==> src/rtl/seg7_scan_ctrl_if.sv <==
// ============================================================================
//  Module      : seg7_scan_ctrl_if
//  Description : Frame-load, decoder and display-pin signals of the
//                seg7_scan_ctrl 7-segment scan controller.
//  Revision    : 1.0 - initial release
// ============================================================================
`default_nettype none

interface seg7_scan_ctrl_if #(
    parameter int DIGITS = 8
);
    logic [4*DIGITS-1:0] data_in;
    logic [DIGITS-1:0]   dp_in;
    logic                load;
    logic                pending;
    logic                frame_tick;
    logic [3:0]          hex;
    logic [7:0]          seg_in;
    logic [7:0]          seg_out;
    logic [DIGITS-1:0]   an;

    modport master (
        output data_in, dp_in, load, seg_in,
        input  pending, frame_tick, hex, seg_out, an
    );

    modport slave (
        input  data_in, dp_in, load, seg_in,
        output pending, frame_tick, hex, seg_out, an
    );
endinterface

`default_nettype wire

==> src/rtl/seg7_scan_ctrl.sv <==
// ============================================================================
//  Module      : seg7_scan_ctrl
//  Description : Time-multiplexed, tear-free scan controller for a
//                common-anode multi-digit 7-segment display.
//                Optional macro SEG7_LZ_BLANK_EN enables leading-zero blanking.
//  Revision    : 1.0 - initial release
// ============================================================================
`default_nettype none

module seg7_scan_ctrl #(
    parameter int DIGITS       = 8,
    parameter int PRESCALE     = 100000,
    parameter int BLANK_CYCLES = 16
) (
    input  wire logic        clk,
    input  wire logic        rst_n,
    seg7_scan_ctrl_if.slave  bus
);
    localparam int PW = $clog2(PRESCALE);
    localparam int DW = (DIGITS > 1) ? $clog2(DIGITS) : 1;
    localparam int NW = 4 * DIGITS;

    localparam logic [PW-1:0] c_PCNT_MAX  = PW'(PRESCALE - 1);
    localparam logic [PW-1:0] c_BLANK_END = PW'(BLANK_CYCLES);
    localparam logic [DW-1:0] c_DIG_MAX   = DW'(DIGITS - 1);

    localparam logic [0:0] c_SLOT_BLANK = 1'b0;
    localparam logic [0:0] c_SLOT_LIT   = 1'b1;

    logic [PW-1:0]     r_pcnt;
    logic [DW-1:0]     r_dig;
    logic [NW-1:0]     r_stg_data;
    logic [DIGITS-1:0] r_stg_dp;
    logic [NW-1:0]     r_shd_data;
    logic [DIGITS-1:0] r_shd_dp;
    logic              r_pending;
    logic              r_frame_tick;
    logic [3:0]        r_hex;
    logic [0:0]        r_slot;
    logic [DIGITS-1:0] r_an;

    logic              w_pwrap;
    logic              w_boundary;
    logic [PW-1:0]     w_pcnt_nxt;
    logic [DW-1:0]     w_dig_nxt;
    logic [NW-1:0]     w_shd_data_nxt;
    logic [DIGITS-1:0] w_shd_dp_nxt;
    logic              w_lz_blank;
    logic [0:0]        w_slot_nxt;
    logic [DIGITS-1:0] w_an_nxt;
    logic [3:0]        w_hex_nxt;
    logic              w_unused_dec_dp;

    assign w_pwrap    = (r_pcnt == c_PCNT_MAX);
    assign w_boundary = w_pwrap && (r_dig == c_DIG_MAX);

    assign w_pcnt_nxt = w_pwrap ? '0 : r_pcnt + PW'(1);
    assign w_dig_nxt  = !w_pwrap ? r_dig :
                        (r_dig == c_DIG_MAX) ? '0 : r_dig + DW'(1);

    // A load landing on the boundary bypasses staging so it is not a frame late.
    assign w_shd_data_nxt = !w_boundary ? r_shd_data :
                            bus.load ? bus.data_in : r_stg_data;
    assign w_shd_dp_nxt   = !w_boundary ? r_shd_dp :
                            bus.load ? bus.dp_in : r_stg_dp;

`ifdef SEG7_LZ_BLANK_EN
    assign w_lz_blank = (w_dig_nxt != '0) && !w_shd_dp_nxt[w_dig_nxt] &&
                        ((w_shd_data_nxt >> {w_dig_nxt, 2'b00}) == '0);
`else
    assign w_lz_blank = 1'b0;
`endif

    // Slot state, anode and decoder nibble are computed from next-state values
    // so they change on the same edge as the counters they follow.
    assign w_slot_nxt = ((w_pcnt_nxt < c_BLANK_END) || w_lz_blank) ? c_SLOT_BLANK
                                                                     : c_SLOT_LIT;
    assign w_an_nxt   = (w_slot_nxt == c_SLOT_LIT) ? ~(DIGITS'(1) << w_dig_nxt) : '1;
    assign w_hex_nxt  = w_shd_data_nxt[{w_dig_nxt, 2'b00} +: 4];

    always_ff @(posedge clk or negedge rst_n) begin
        if (!rst_n) begin
            r_pcnt       <= '0;
            r_dig        <= '0;
            r_stg_data   <= '0;
            r_stg_dp     <= '0;
            r_shd_data   <= '0;
            r_shd_dp     <= '0;
            r_pending    <= 1'b0;
            r_frame_tick <= 1'b0;
            r_hex        <= 4'h0;
            r_slot       <= c_SLOT_BLANK;
            r_an         <= '1;
        end else begin
            r_pcnt       <= w_pcnt_nxt;
            r_dig        <= w_dig_nxt;
            r_shd_data   <= w_shd_data_nxt;
            r_shd_dp     <= w_shd_dp_nxt;
            r_frame_tick <= w_boundary;
            r_hex        <= w_hex_nxt;
            r_slot       <= w_slot_nxt;
            r_an         <= w_an_nxt;
            if (bus.load) begin
                r_stg_data <= bus.data_in;
                r_stg_dp   <= bus.dp_in;
            end
            if (w_boundary) begin
                r_pending <= 1'b0;
            end else if (bus.load) begin
                r_pending <= 1'b1;
            end
        end
    end

    // The decoder's own dp bit is replaced by the per-digit request.
    assign w_unused_dec_dp = bus.seg_in[0];

    assign bus.seg_out    = (r_slot == c_SLOT_LIT) ? {bus.seg_in[7:1], ~r_shd_dp[r_dig]}
                                                   : 8'hFF;
    assign bus.an         = r_an;
    assign bus.hex        = r_hex;
    assign bus.pending    = r_pending;
    assign bus.frame_tick = r_frame_tick;

endmodule

`default_nettype wire
==> src/flat_wrapper.sv <==
// flat-port wrapper written by rule: the top's interface ports become plain ports
module seg7_scan_ctrl_flat 
#(
    parameter int DIGITS       = 8,
    parameter int PRESCALE     = 100000,
    parameter int BLANK_CYCLES = 16
)
  (clk, rst_n, bus_data_in, bus_dp_in, bus_load, bus_seg_in, bus_pending, bus_frame_tick, bus_hex, bus_seg_out, bus_an);
  seg7_scan_ctrl_if #(.DIGITS(DIGITS)) bus_i ();
  input  wire logic clk;
  input  wire logic rst_n;
  input wire logic [$bits(bus_i.data_in)-1:0] bus_data_in;
  input wire logic [$bits(bus_i.dp_in)-1:0] bus_dp_in;
  input wire logic [$bits(bus_i.load)-1:0] bus_load;
  input wire logic [$bits(bus_i.seg_in)-1:0] bus_seg_in;
  output wire logic [$bits(bus_i.pending)-1:0] bus_pending;
  output wire logic [$bits(bus_i.frame_tick)-1:0] bus_frame_tick;
  output wire logic [$bits(bus_i.hex)-1:0] bus_hex;
  output wire logic [$bits(bus_i.seg_out)-1:0] bus_seg_out;
  output wire logic [$bits(bus_i.an)-1:0] bus_an;
  assign bus_i.data_in = bus_data_in;
  assign bus_i.dp_in = bus_dp_in;
  assign bus_i.load = bus_load;
  assign bus_i.seg_in = bus_seg_in;
  assign bus_pending = bus_i.pending;
  assign bus_frame_tick = bus_i.frame_tick;
  assign bus_hex = bus_i.hex;
  assign bus_seg_out = bus_i.seg_out;
  assign bus_an = bus_i.an;
  seg7_scan_ctrl #(.DIGITS(DIGITS), .PRESCALE(PRESCALE), .BLANK_CYCLES(BLANK_CYCLES)) u_core (.clk(clk), .rst_n(rst_n), .bus(bus_i));
endmodule
==> config.mk <==
export PLATFORM = sky130hd
export DESIGN_NAME = seg7_scan_ctrl_flat
export DESIGN_NICKNAME = d
export VERILOG_FILES = /design/src/rtl/seg7_scan_ctrl_if.sv /design/src/rtl/seg7_scan_ctrl.sv /design/src/flat_wrapper.sv
export SDC_FILE = /design/constraint.sdc
export NUM_CORES = 1
export LEC_CHECK = 0
export CAP_MARGIN = 15
export CORE_AREA = 2 2 126 128
export CTS_CLUSTER_SIZE = 24
export DETAILED_ROUTE_END_ITERATION = 12
export DIE_AREA = 0 0 128 130
export MAX_ROUTING_LAYER = met4
export SLEW_MARGIN = 20
export SYNTH_ARGS = -nofsm -noshare
export SYNTH_HDL_FRONTEND = slang
export SYNTH_SLANG_ARGS = --single-unit
==> constraint.sdc <==
create_clock -name clk -period 3.4 [get_ports clk]
set_clock_uncertainty 0.2 [all_clocks]
set_input_delay 1.02 -clock clk [delete_from_list [all_inputs] [get_ports clk]]
set_output_delay 1.02 -clock clk [all_outputs]
set_load 0.005 [all_outputs]
==> key figures, run 1 <==
Final layout
  – Post-layout util: 44.8%
  – Non-filler cells, final: 741
  – P&R area growth vs syn: 30.9%
  – Share of post-route cells with drive strength above 1: between 20% and 30%
  – Nets: 590
  – Ant. Diodes: 0

Clock network
  – # clock sinks: approximately 120
  – Total CTS buffers: 17
  – Maximum buffer depth of the clock tree: 2
  – CTS H-tree depth: 4
  – Reg clk slew, reported paths: about 50 ps
  – CTS Root Cell: clkbuf_16
  – CTS tree: yes
  – Clk_lat worst skew: ~400 ps

Global route
  – Vias in the first global route: ~3900
  – Largest net degree at the start of global routing: 53
  – Overall Global Routing Usage: between 10% and 20%
  – First-pass GRT wire length: around 20000 um
  – Grt total ovfl: 0
  – Initial antenna violation count: 0

Drt
  – Mean number of vias per cell: approximately 5.0
  – Pre-antenna DRT Iters: 4
  – Final wirelength: around 12000 um
  – DRC violation count after routing: 0
  – Via count: around 3700
  – Post-route ant nets: 0
  – 1st-iter DRT viols: about 220
  – Avg WL per Cell: approximately 16 um

Pwr
  – Pleak: around 3 nW
  – Combinational share of power: roughly 5.6%
  – Worst VDD drop: between 0.0003 and 0.0004 V
  – Clock power share: 52.1%
  – Int Power: 0.00271 W
  – Sw frac: ~20%
  – Sequential power share: ~42%
  – Net switching power figure: between 0.0006 and 0.0007 W
  – Cell Pwr Density: between 400 and 500 nW/um^2

Worst setup path
  – Worst path cell trace: clkdlybuf4s50_1 -> nand2b_1 -> clkdlybuf4s50_1
  – Crit start category: input pin
  – Crit path max fanout: 1
  – CP endpoint kind: primary output
  – Worst path required time: 2180 ps
  – Crit-path max cell delay: around 520 ps
  – Flop2flop setup slack: 300 ps
  – Most frequent CP cell: clkdlybuf4s50_1
  – WP data arrival: 2100 ps
  – Crit Path Class: in -> out
  – Slowest cell on crit path: clkdlybuf4s50_1

Timing
  – Final setup TNS: 0 ps
  – Slew margin rel.: ~54%
  – Max-slew violations: 0
  – Final Setup Violations: 0
  – Final min period: roughly 3300 ps
  – Tcrit/Tclk final: 97.6%
  – RSZ-0062 raised after global routing: false
  – Final hold viol count: 0
  – Least-Margin Pin Slew: 680 ps
  – Fmax: 0.301 GHz

Synth
  – Post-synth EDFFs: 0
  – Cell area after synthesis: around 5300 um^2
  – Cells after Synth: 447
  – Syn avg cell area: 11.8 um^2
  – Primary FF master, synth: dfrtp_1
  – Synth unique cells: 55
  – Yosys warns: 0
  – Mapped Nets: 501
  – Synth Register Bits: approximately 120
  – Sequential share of the synthesized area: roughly 55%
  – Post-synth ARST share: 100%

Floorplanning
  – DIE WIDTH: 128 um
  – Die Footprint: 16600 um^2
  – Starting Density: about a third
  – Ports: between 70 and 80
  – CORE AREA: roughly 15000 um^2
  – Die H: approximately 130 um
  – Std cell rows: between 40 and 50

Place
  – Routability Congestion: 0.876
  – Placed Cells: 708
  – Dpl hpwl: between 8000 and 9000 um
  – Port bufs: 71

Flow run
  – Max Cap Violations: 0

Run status
  – Status: complete, no violations

Min path
  – HP Class: reg -> reg
## worst max-delay path, delay by kind of cell
kind | cells | cell delay [ps]
buf+inv | 2 | 980
simple gates | 1 | 100
## registers in the layout, summed over array words and instances, names as in the netlist, 3 cells and up
| name | flops |
|---|---|
| u_core.bus.an | 8 |
| u_core.bus.hex | 4 |
| u_core.r_dig | 3 |
| u_core.r_pcnt | 17 |
| u_core.r_shd_data | 32 |
| u_core.r_shd_dp | 8 |
| u_core.r_stg_data | 32 |
| u_core.r_stg_dp | 8 |
## cells in the mapped netlist, drive strengths merged (2+ instances only)
master / n / share of area (%)
dfrtp: 107 / 51
mux2: 67 / 14
nand2: 43 / 3.1
a21oi: 19 / 1.8
mux2i: 19 / 3.6
nor2: 19 / 1.4
clkbuf: 15 / 1.1
nand3: 14 / 1.3
inv: 13 / 0.92
buf: 12 / 1.2
nand4: 10 / 1.2
nor3: 10 / 0.95
xnor2: 9 / 1.5
dfstp: 8 / 4.0
o21ai: 8 / 0.76
xor2: 8 / 1.3
nand2b: 7 / 0.83
a211oi: 6 / 0.85
a221oi: 5 / 0.83
nor2b: 4 / 0.47
nor4: 4 / 0.88
and2: 3 / 0.36
and4: 3 / 0.50
ha: 3 / 0.71
o211ai: 3 / 0.43
or3: 3 / 0.36
a31oi: 2 / 0.36
and3: 2 / 0.24
mux4: 2 / 0.85
nand4b: 2 / 0.33
o21ba: 2 / 0.38
or4: 2 / 0.36
## layout by cell type, fill, tap and decap left out, drive strengths merged, types with 7 or more instances in the layout
master	n
nand2b	7
clkdlybuf4s50	68
dfstp	8
dfrtp	107
clkbuf	26
o21ai	8
mux2	67
xnor2	9
mux2i	19
xor2	8
nor3	10
nand3	14
a21oi	19
buf	28
inv	13
nor2	19
nand2	43
nand4	10
## through the flow
stage	hold slack (ps)	setup WS (ps)	area, um^2	power (W)
2_1_floorplan	239	252	5280	0.00152
3_3_place_gp	251	72.7	6320	0.00164
3_5_place_dp	275	60.5	6320	0.00165
4_1_cts	287	60.4	6910	0.00342
5_1_grt	310	27.0	6910	0.00351
6_report	280	83.0	6910	0.00338
## layer usage
layer	routed length, um	share of wire [%]	global-route usage [%]	vias to the layer above
met5	0	0	-	-
met4	289	2.4	6.92	0
met3	510	4.3	3.69	30
met2	5490	46	23.6	100
met1	5530	47	20.2	1827
li1	-	-	-	1779
## area by class of cell
| type | count | area [um^2] |
|---|---|---|
| Fill cell | 1412 | 8520 |
| Sequential cell | 115 | 2890 |
| Multi-Input combinational cell | 292 | 2220 |
| Timing Repair Buffer | 97 | 922 |
| Clock buffer | 26 | 479 |
| Tap cell | 192 | 240 |
| Clock inverter | 6 | 105 |
| Inverter | 13 | 48.8 |
## final timing paths
| kind | startpoint | to | depth (start not counted) |
|---|---|---|---|
| worst min-delay path | u_core.r_shd_data[11]$_DFF_PN0_ | u_core.r_shd_data[11]$_DFF_PN0_ | 2 |
| min in group asynchronous | rst_n | u_core.r_stg_dp[4]$_DFF_PN0_ | 1 |
| worst max-delay path | bus_seg_in[2] | bus_seg_out[2] | 3 |
| worst min register to register | u_core.r_shd_data[11]$_DFF_PN0_ | u_core.r_shd_data[11]$_DFF_PN0_ | 2 |
| max in group asynchronous | rst_n | u_core.bus.an[2]$_DFF_PN1_ | 2 |
| worst max register to register | u_core.r_pcnt[5]$_DFF_PN0_ | u_core.bus.hex[0]$_DFF_PN0_ | 5 |
## power groups by stage
stage	Clock (W)	Combinational [W]	Sequential, W
finish	0.00176	0.000189	0.00143
global route	0.00186	0.000210	0.00144
CTS	0.00180	0.000195	0.00143
detailed placement	0	0.000194	0.00145
global placement	0	0.000190	0.00145
floorplan	0	0.0000750	0.00145
## cells by family after synthesis
| family | share of synthesized area, % |
|---|---|
| compound gates | 7.02 |
| xor+xnor | 2.82 |
| fa+ha+maj | 0.711 |
| buf+inv | 3.15 |
| flops | 54.7 |
| mux | 18.8 |
| simple gates | 12.8 |
## repair_timing
item / CTS / global route
gates resized for setup: 1 / 0
hold buffers: 0 / 0
hold endpoints to repair: 0 / 0
setup buffers: 1 / 0
setup endpoints to repair: 1 / 0
Note: power is estimated with default switching activity, not from simulation.
==> run 2, diff against run 1 <==
- GPL_ROUTABILITY_DRIVEN: not set -> 0
- SKIP_CTS_REPAIR_TIMING: not set -> 1
==> run 2 against run 1 <==
Compared with the run above:
- setup slack is essentially flat
- maximum frequency about the same
- via count down 0.29%
- critical endpoint unchanged
- cell count decreased by 0.13%
- sequential share of layout area hardly changed
==> key figures, run 2 (same netlist as run 1, synthesis figures left out) <==
Run status
  – Status: complete, no violations

Clock network
  – Reg clk slew, reported paths: about 50 ps
  – Clk_lat worst skew: ~400 ps
  – Maximum buffer depth of the clock tree: 2
  – # clock sinks: 115
  – CTS tree: yes
  – CTS Root Cell: clkbuf_16
  – Total CTS buffers: 17
  – CTS H-tree depth: 4

Timing
  – Max-slew violations: 0
  – Final min period: approximately 3300 ps
  – Least-Margin Pin Slew: roughly 670 ps
  – RSZ-0062 raised after global routing: false
  – Final Setup Violations: 0
  – Tcrit/Tclk final: 97.6%
  – Worst hold margin: about 280 ps
  – Final hold viol count: 0
  – Slew margin rel.: around 55%
  – Fmax: around 0.3 GHz

Worst setup path
  – Most frequent CP cell: clkdlybuf4s50_1
  – CP endpoint kind: primary output
  – WP data arrival: between 2000 and 2500 ps
  – FF-to-FF Start: u_core.r_pcnt[5]$_DFF_PN0_
  – Worst path required time: around 2200 ps
  – Worst path cell trace: clkdlybuf4s50_1 -> nand2b_1 -> clkdlybuf4s50_1
  – Crit path max fanout: 1
  – Crit Path Class: in -> out
  – Crit-path max cell delay: between 500 and 600 ps
  – Worst Setup SP: bus_seg_in[2]
  – Slowest cell on crit path: clkdlybuf4s50_1
  – Crit start category: input pin

Place
  – Dpl hpwl: 8480 um
  – Port bufs: 71

Min path
  – HP Class: reg -> reg
  – Hold path start: u_core.r_shd_data[11]$_DFF_PN0_

Drt
  – Mean number of vias per cell: around 5.0
  – Pre-antenna DRT Iters: 4
  – DRC violation count after routing: 0
  – Final wirelength: roughly 12000 um
  – Via count: 3725
  – 1st-iter DRT viols: ~210
  – Post-route ant nets: 0
  – Avg WL per Cell: approximately 16 um

Final layout
  – Top flop regs: u_core.r_shd_data: 32 flops, u_core.r_stg_data: 32 flops, u_core.r_pcnt: 17 flops
  – P&R area growth vs syn: 30.8%
  – Ant. Diodes: 0
  – Commonest non-fill, non-tap cell in the layout: dfrtp_1
  – Share of post-route cells with drive strength above 1: about a quarter
  – Nets: slightly below 600
  – Commonest non-fill, non-tap cells in the layout: dfrtp_1, clkdlybuf4s50_1, mux2_2, nand2_1, buf_4

Global route
  – Overall Global Routing Usage: 15.6%
  – First-pass GRT wire length: slightly below 20000 um
  – Vias in the first global route: 3873
  – Initial antenna violation count: 0
  – Grt total ovfl: 0
  – Largest net degree at the start of global routing: 53

Floorplanning
  – CORE AREA: approximately 15000 um^2
  – Die H: 130 um
  – Std cell rows: 46
  – DIE WIDTH: 128 um
  – Die Footprint: about 17000 um^2
  – Ports: 73
  – Starting Density: 34.2%

Pwr
  – Worst VDD drop: between 0.0003 and 0.0004 V
  – Cell Pwr Density: about 490 nW/um^2
  – Final Total Pwr: between 0.003 and 0.004 W
  – Pleak: roughly 3 nW

Flow run
  – Max Cap Violations: 0
## run 2: stage by stage
stage	utilization [%]	worst slack (ps)	setup TNS (ps)	instance area, um^2	std cells
4_1_cts	44.7	-17.8	-17.8	6900	740
2_1_floorplan	-	252	0	5280	447
5_1_grt	44.8	27.0	0	6900	740
6_report	44.8	83.2	0	6900	740
3_5_place_dp	41.0	60.5	0	6320	708
3_3_place_gp	41.0	72.7	0	6320	708
## run 2: worst paths after layout
| kind | end | slack (ps) | depth (start not counted) |
|---|---|---|---|
| max in group asynchronous | u_core.bus.an[2]$_DFF_PN1_ | 1860 | 2 |
| min in group asynchronous | u_core.r_stg_dp[4]$_DFF_PN0_ | 460 | 1 |
| worst max-delay path | bus_seg_out[2] | 80 | 3 |
| worst max register to register | u_core.bus.hex[0]$_DFF_PN0_ | 280 | 5 |
| worst min-delay path | u_core.r_shd_data[11]$_DFF_PN0_ | 280 | 2 |
| worst min register to register | u_core.r_shd_data[11]$_DFF_PN0_ | 280 | 2 |
## run 2: metal layers
metal	GRT usage (%)	wire (um)	vias to the layer above
met2	23.6	5510	87
li1	-	-	1779
met3	3.69	470	28
met5	-	0	-
met4	6.92	274	0
met1	20.2	5590	1831
## run 2: layout make-up
| cell class | count | area [um^2] |
|---|---|---|
| fill | 1414 | 8520 |
| clock inverter | 6 | 105 |
| tap | 192 | 240 |
| timing repair buffer | 96 | 918 |
| sequential | 115 | 2890 |
| clock buffer | 26 | 479 |
| inverter | 13 | 48.8 |
| multi-input combinational | 292 | 2220 |
## run 2: critical path: cells and delay by family
family | cells | cell delay [ps]
buf+inv | 2 | 980
simple gates | 1 | 100
## run 2: where the power goes
| part | leakage [nW] | total (W) | internal (W) | switching, W |
|---|---|---|---|---|
| combinational | 1.34 | 0.000189 | 0.000107 | 0.0000818 |
| sequential | 1.37 | 0.00143 | 0.00142 | 0.0000111 |
| clock | 0.286 | 0.00176 | 0.00119 | 0.000570 |
| total | 3.00 | 0.00338 | 0.00271 | 0.000663 |
==> run 3, diff against run 2 <==
- MAX_ROUTING_LAYER: met4 -> not set
- SLEW_MARGIN: 20 -> 15
==> run 3 against run 2 <==
Compared with the run above:
- combinational power barely moved
- highest routed layer unchanged
- global-route usage fell by 0.43 points
- final area did not move
- hold slack improved by 2.9 ps
- wire length rose by 0.17%
- clock-buffer cell count did not move
- total power barely moved
- sequential power barely moved
- core utilization did not move
- via count rose by 0.11%
- maximum frequency barely moved
==> key figures, run 3 (same netlist as run 1, synthesis figures left out) <==
Final layout
  – # fillers: ~1400
  – Nets: ~590
  – P&R area growth vs syn: 30.8%
  – Sequential cell area: 2890 um^2
  – Commonest non-fill, non-tap cells in the layout: dfrtp_1, clkdlybuf4s50_1, mux2_2, nand2_1, buf_4
  – Multi-input gate area: between 2000 and 2500 um^2
  – Finished Cell Area: slightly below 7000 um^2
  – Top flop regs: u_core.r_shd_data: 32 flops, u_core.r_stg_data: 32 flops, u_core.r_pcnt: 17 flops
  – Ant. Diodes: 0
  – Share of post-route cells with drive strength above 1: 25.0%
  – Commonest non-fill, non-tap cell in the layout: dfrtp_1

Drt
  – Pre-antenna DRT Iters: 4
  – Post-route ant nets: 0
  – Via count: 3729
  – DRC violation count after routing: 0
  – 1st-iter DRT viols: between 200 and 300
  – Mean number of vias per cell: approximately 5.0
  – Final wirelength: 11900 um
  – Avg WL per Cell: approximately 16 um

Pwr
  – Pleak: 3.00 nW
  – Sequential power share: between 40% and 50%
  – Worst VDD drop: ~0.00035 V
  – Final Total Pwr: 0.00338 W
  – Int Power: about 0.0027 W
  – Cell Pwr Density: around 490 nW/um^2
  – Net switching power figure: around 0.00066 W
  – Clock power share: a little over half
  – Combinational share of power: roughly 5.6%
  – Sw frac: roughly a fifth

Global route
  – Largest net degree at the start of global routing: 53
  – First-pass GRT wire length: 19700 um
  – Overall Global Routing Usage: around 15%
  – Grt total ovfl: 0
  – Initial antenna violation count: 0
  – Vias in the first global route: 3861

Clock network
  – CTS Root Cell: clkbuf_16
  – # clock sinks: roughly 120
  – Clk_lat worst skew: ~400 ps
  – CTS tree: yes
  – Maximum buffer depth of the clock tree: 2
  – Reg clk slew, reported paths: 50 ps
  – Total CTS buffers: 17
  – CTS H-tree depth: 4

Floorplanning
  – Die H: between 100 and 150 um
  – DIE WIDTH: between 100 and 150 um
  – Die Footprint: 16600 um^2
  – Std cell rows: 46
  – Starting Density: approximately a third
  – Ports: 73
  – CORE AREA: approximately 15000 um^2

Timing
  – Final hold viol count: 0
  – Final Setup Violations: 0
  – Tcrit/Tclk final: 97.6%
  – Least-Margin Pin Slew: between 600 and 700 ps
  – Worst hold margin: roughly 280 ps
  – Fmax: around 0.3 GHz
  – Final min period: between 3000 and 4000 ps
  – Slew margin rel.: 54.7%
  – RSZ-0062 raised after global routing: false
  – Max-slew violations: 0

Min path
  – HP Class: reg -> reg

Worst setup path
  – Worst path cell trace: clkdlybuf4s50_1 -> nand2b_1 -> clkdlybuf4s50_1
  – FF-to-FF Start: u_core.r_pcnt[5]$_DFF_PN0_
  – Kind of cell adding the most delay to the critical path: buffers and inverters
  – Worst path required time: approximately 2200 ps
  – CP endpoint: bus_seg_out[2]
  – Crit path depth: 3
  – Crit start category: input pin
  – WP data arrival: ~2100 ps
  – Slowest cell on crit path: clkdlybuf4s50_1
  – CP endpoint kind: primary output
  – Flop2flop setup slack: 260 ps
  – Worst Setup SP: bus_seg_in[2]
  – Crit-path max cell delay: ~520 ps
  – Most frequent CP cell: clkdlybuf4s50_1
  – Crit Path Class: in -> out
  – CP bufs+invs: 2
  – FF-to-FF path depth: 5
  – Worst reg2reg endpoint: u_core.bus.hex[0]$_DFF_PN0_
  – Crit path max fanout: 1

Run status
  – Status: complete, no violations

Place
  – Post-DP Area: 6320 um^2
  – Dpl hpwl: ~8500 um
  – Port bufs: a little over 70

Flow run
  – Max Cap Violations: 0
run 3: worst min-delay path by stage:
| stage | from | slack, ps | to | cells after the start |
|---|---|---|---|---|
| final | u_core.r_shd_data[11]$_DFF_PN0_ | 280 | u_core.r_shd_data[11]$_DFF_PN0_ | 2 |
| after global routing | u_core.r_stg_data[15]$_DFF_PN0_ | 310 | u_core.r_stg_data[15]$_DFF_PN0_ | 1 |
| after CTS | u_core.r_shd_data[11]$_DFF_PN0_ | 290 | u_core.r_shd_data[11]$_DFF_PN0_ | 2 |
| after detailed placement | u_core.r_shd_data[11]$_DFF_PN0_ | 280 | u_core.r_shd_data[11]$_DFF_PN0_ | 2 |
| after global placement | u_core.r_shd_data[1]$_DFF_PN0_ | 250 | u_core.r_shd_data[1]$_DFF_PN0_ | 2 |
| after floorplan | u_core.r_shd_data[1]$_DFF_PN0_ | 240 | u_core.r_shd_data[1]$_DFF_PN0_ | 2 |
run 3: power groups by stage:
stage / sequential, W / combinational, W / clock [W]
2_1_floorplan: 0.00145 / 0.0000750 / 0
3_3_place_gp: 0.00145 / 0.000190 / 0
3_5_place_dp: 0.00145 / 0.000194 / 0
4_1_cts: 0.00143 / 0.000195 / 0.00180
5_1_grt: 0.00144 / 0.000210 / 0.00186
6_report: 0.00143 / 0.000189 / 0.00176
run 3: final cells by class:
class | instances | area share, %
multi-input combinational | 292 | 32.2
inverter | 13 | 0.707
timing repair buffer | 96 | 13.3
sequential | 115 | 41.8
clock buffer | 26 | 6.94
clock inverter | 6 | 1.52
tap | 192 | 3.48
run 3: worst reg2reg max path, stage by stage, from the launching register on:
cell and delay [ps]:
dfrtp_1 430, or4_4 540, or4_1 790, a2111oi_0 550, a31oi_1 100, a311oi_1 400
run 3: metrics by stage:
| stage | setup slack (ps) | utilization, % | setup TNS [ps] | instances |
|---|---|---|---|---|
| 2_1_floorplan | 252 | - | 0 | 447 |
| 3_3_place_gp | 72.7 | 41.0 | 0 | 708 |
| 3_5_place_dp | 60.5 | 41.0 | 0 | 708 |
| 4_1_cts | -17.8 | 44.7 | -17.8 | 740 |
| 5_1_grt | 27.0 | 44.8 | 0 | 740 |
| 6_report | 83.2 | 44.8 | 0 | 740 |
run 3: metal layers:
| layer | part of all wire [%] | GRT usage, % | routed length, um |
|---|---|---|---|
| met1 | 46 | 20.0 | 5450 |
| met2 | 46 | 23.6 | 5500 |
| met3 | 5.2 | 3.98 | 619 |
| met4 | 2.5 | 7.30 | 293 |
| met5 | 0 | 0 | 0 |
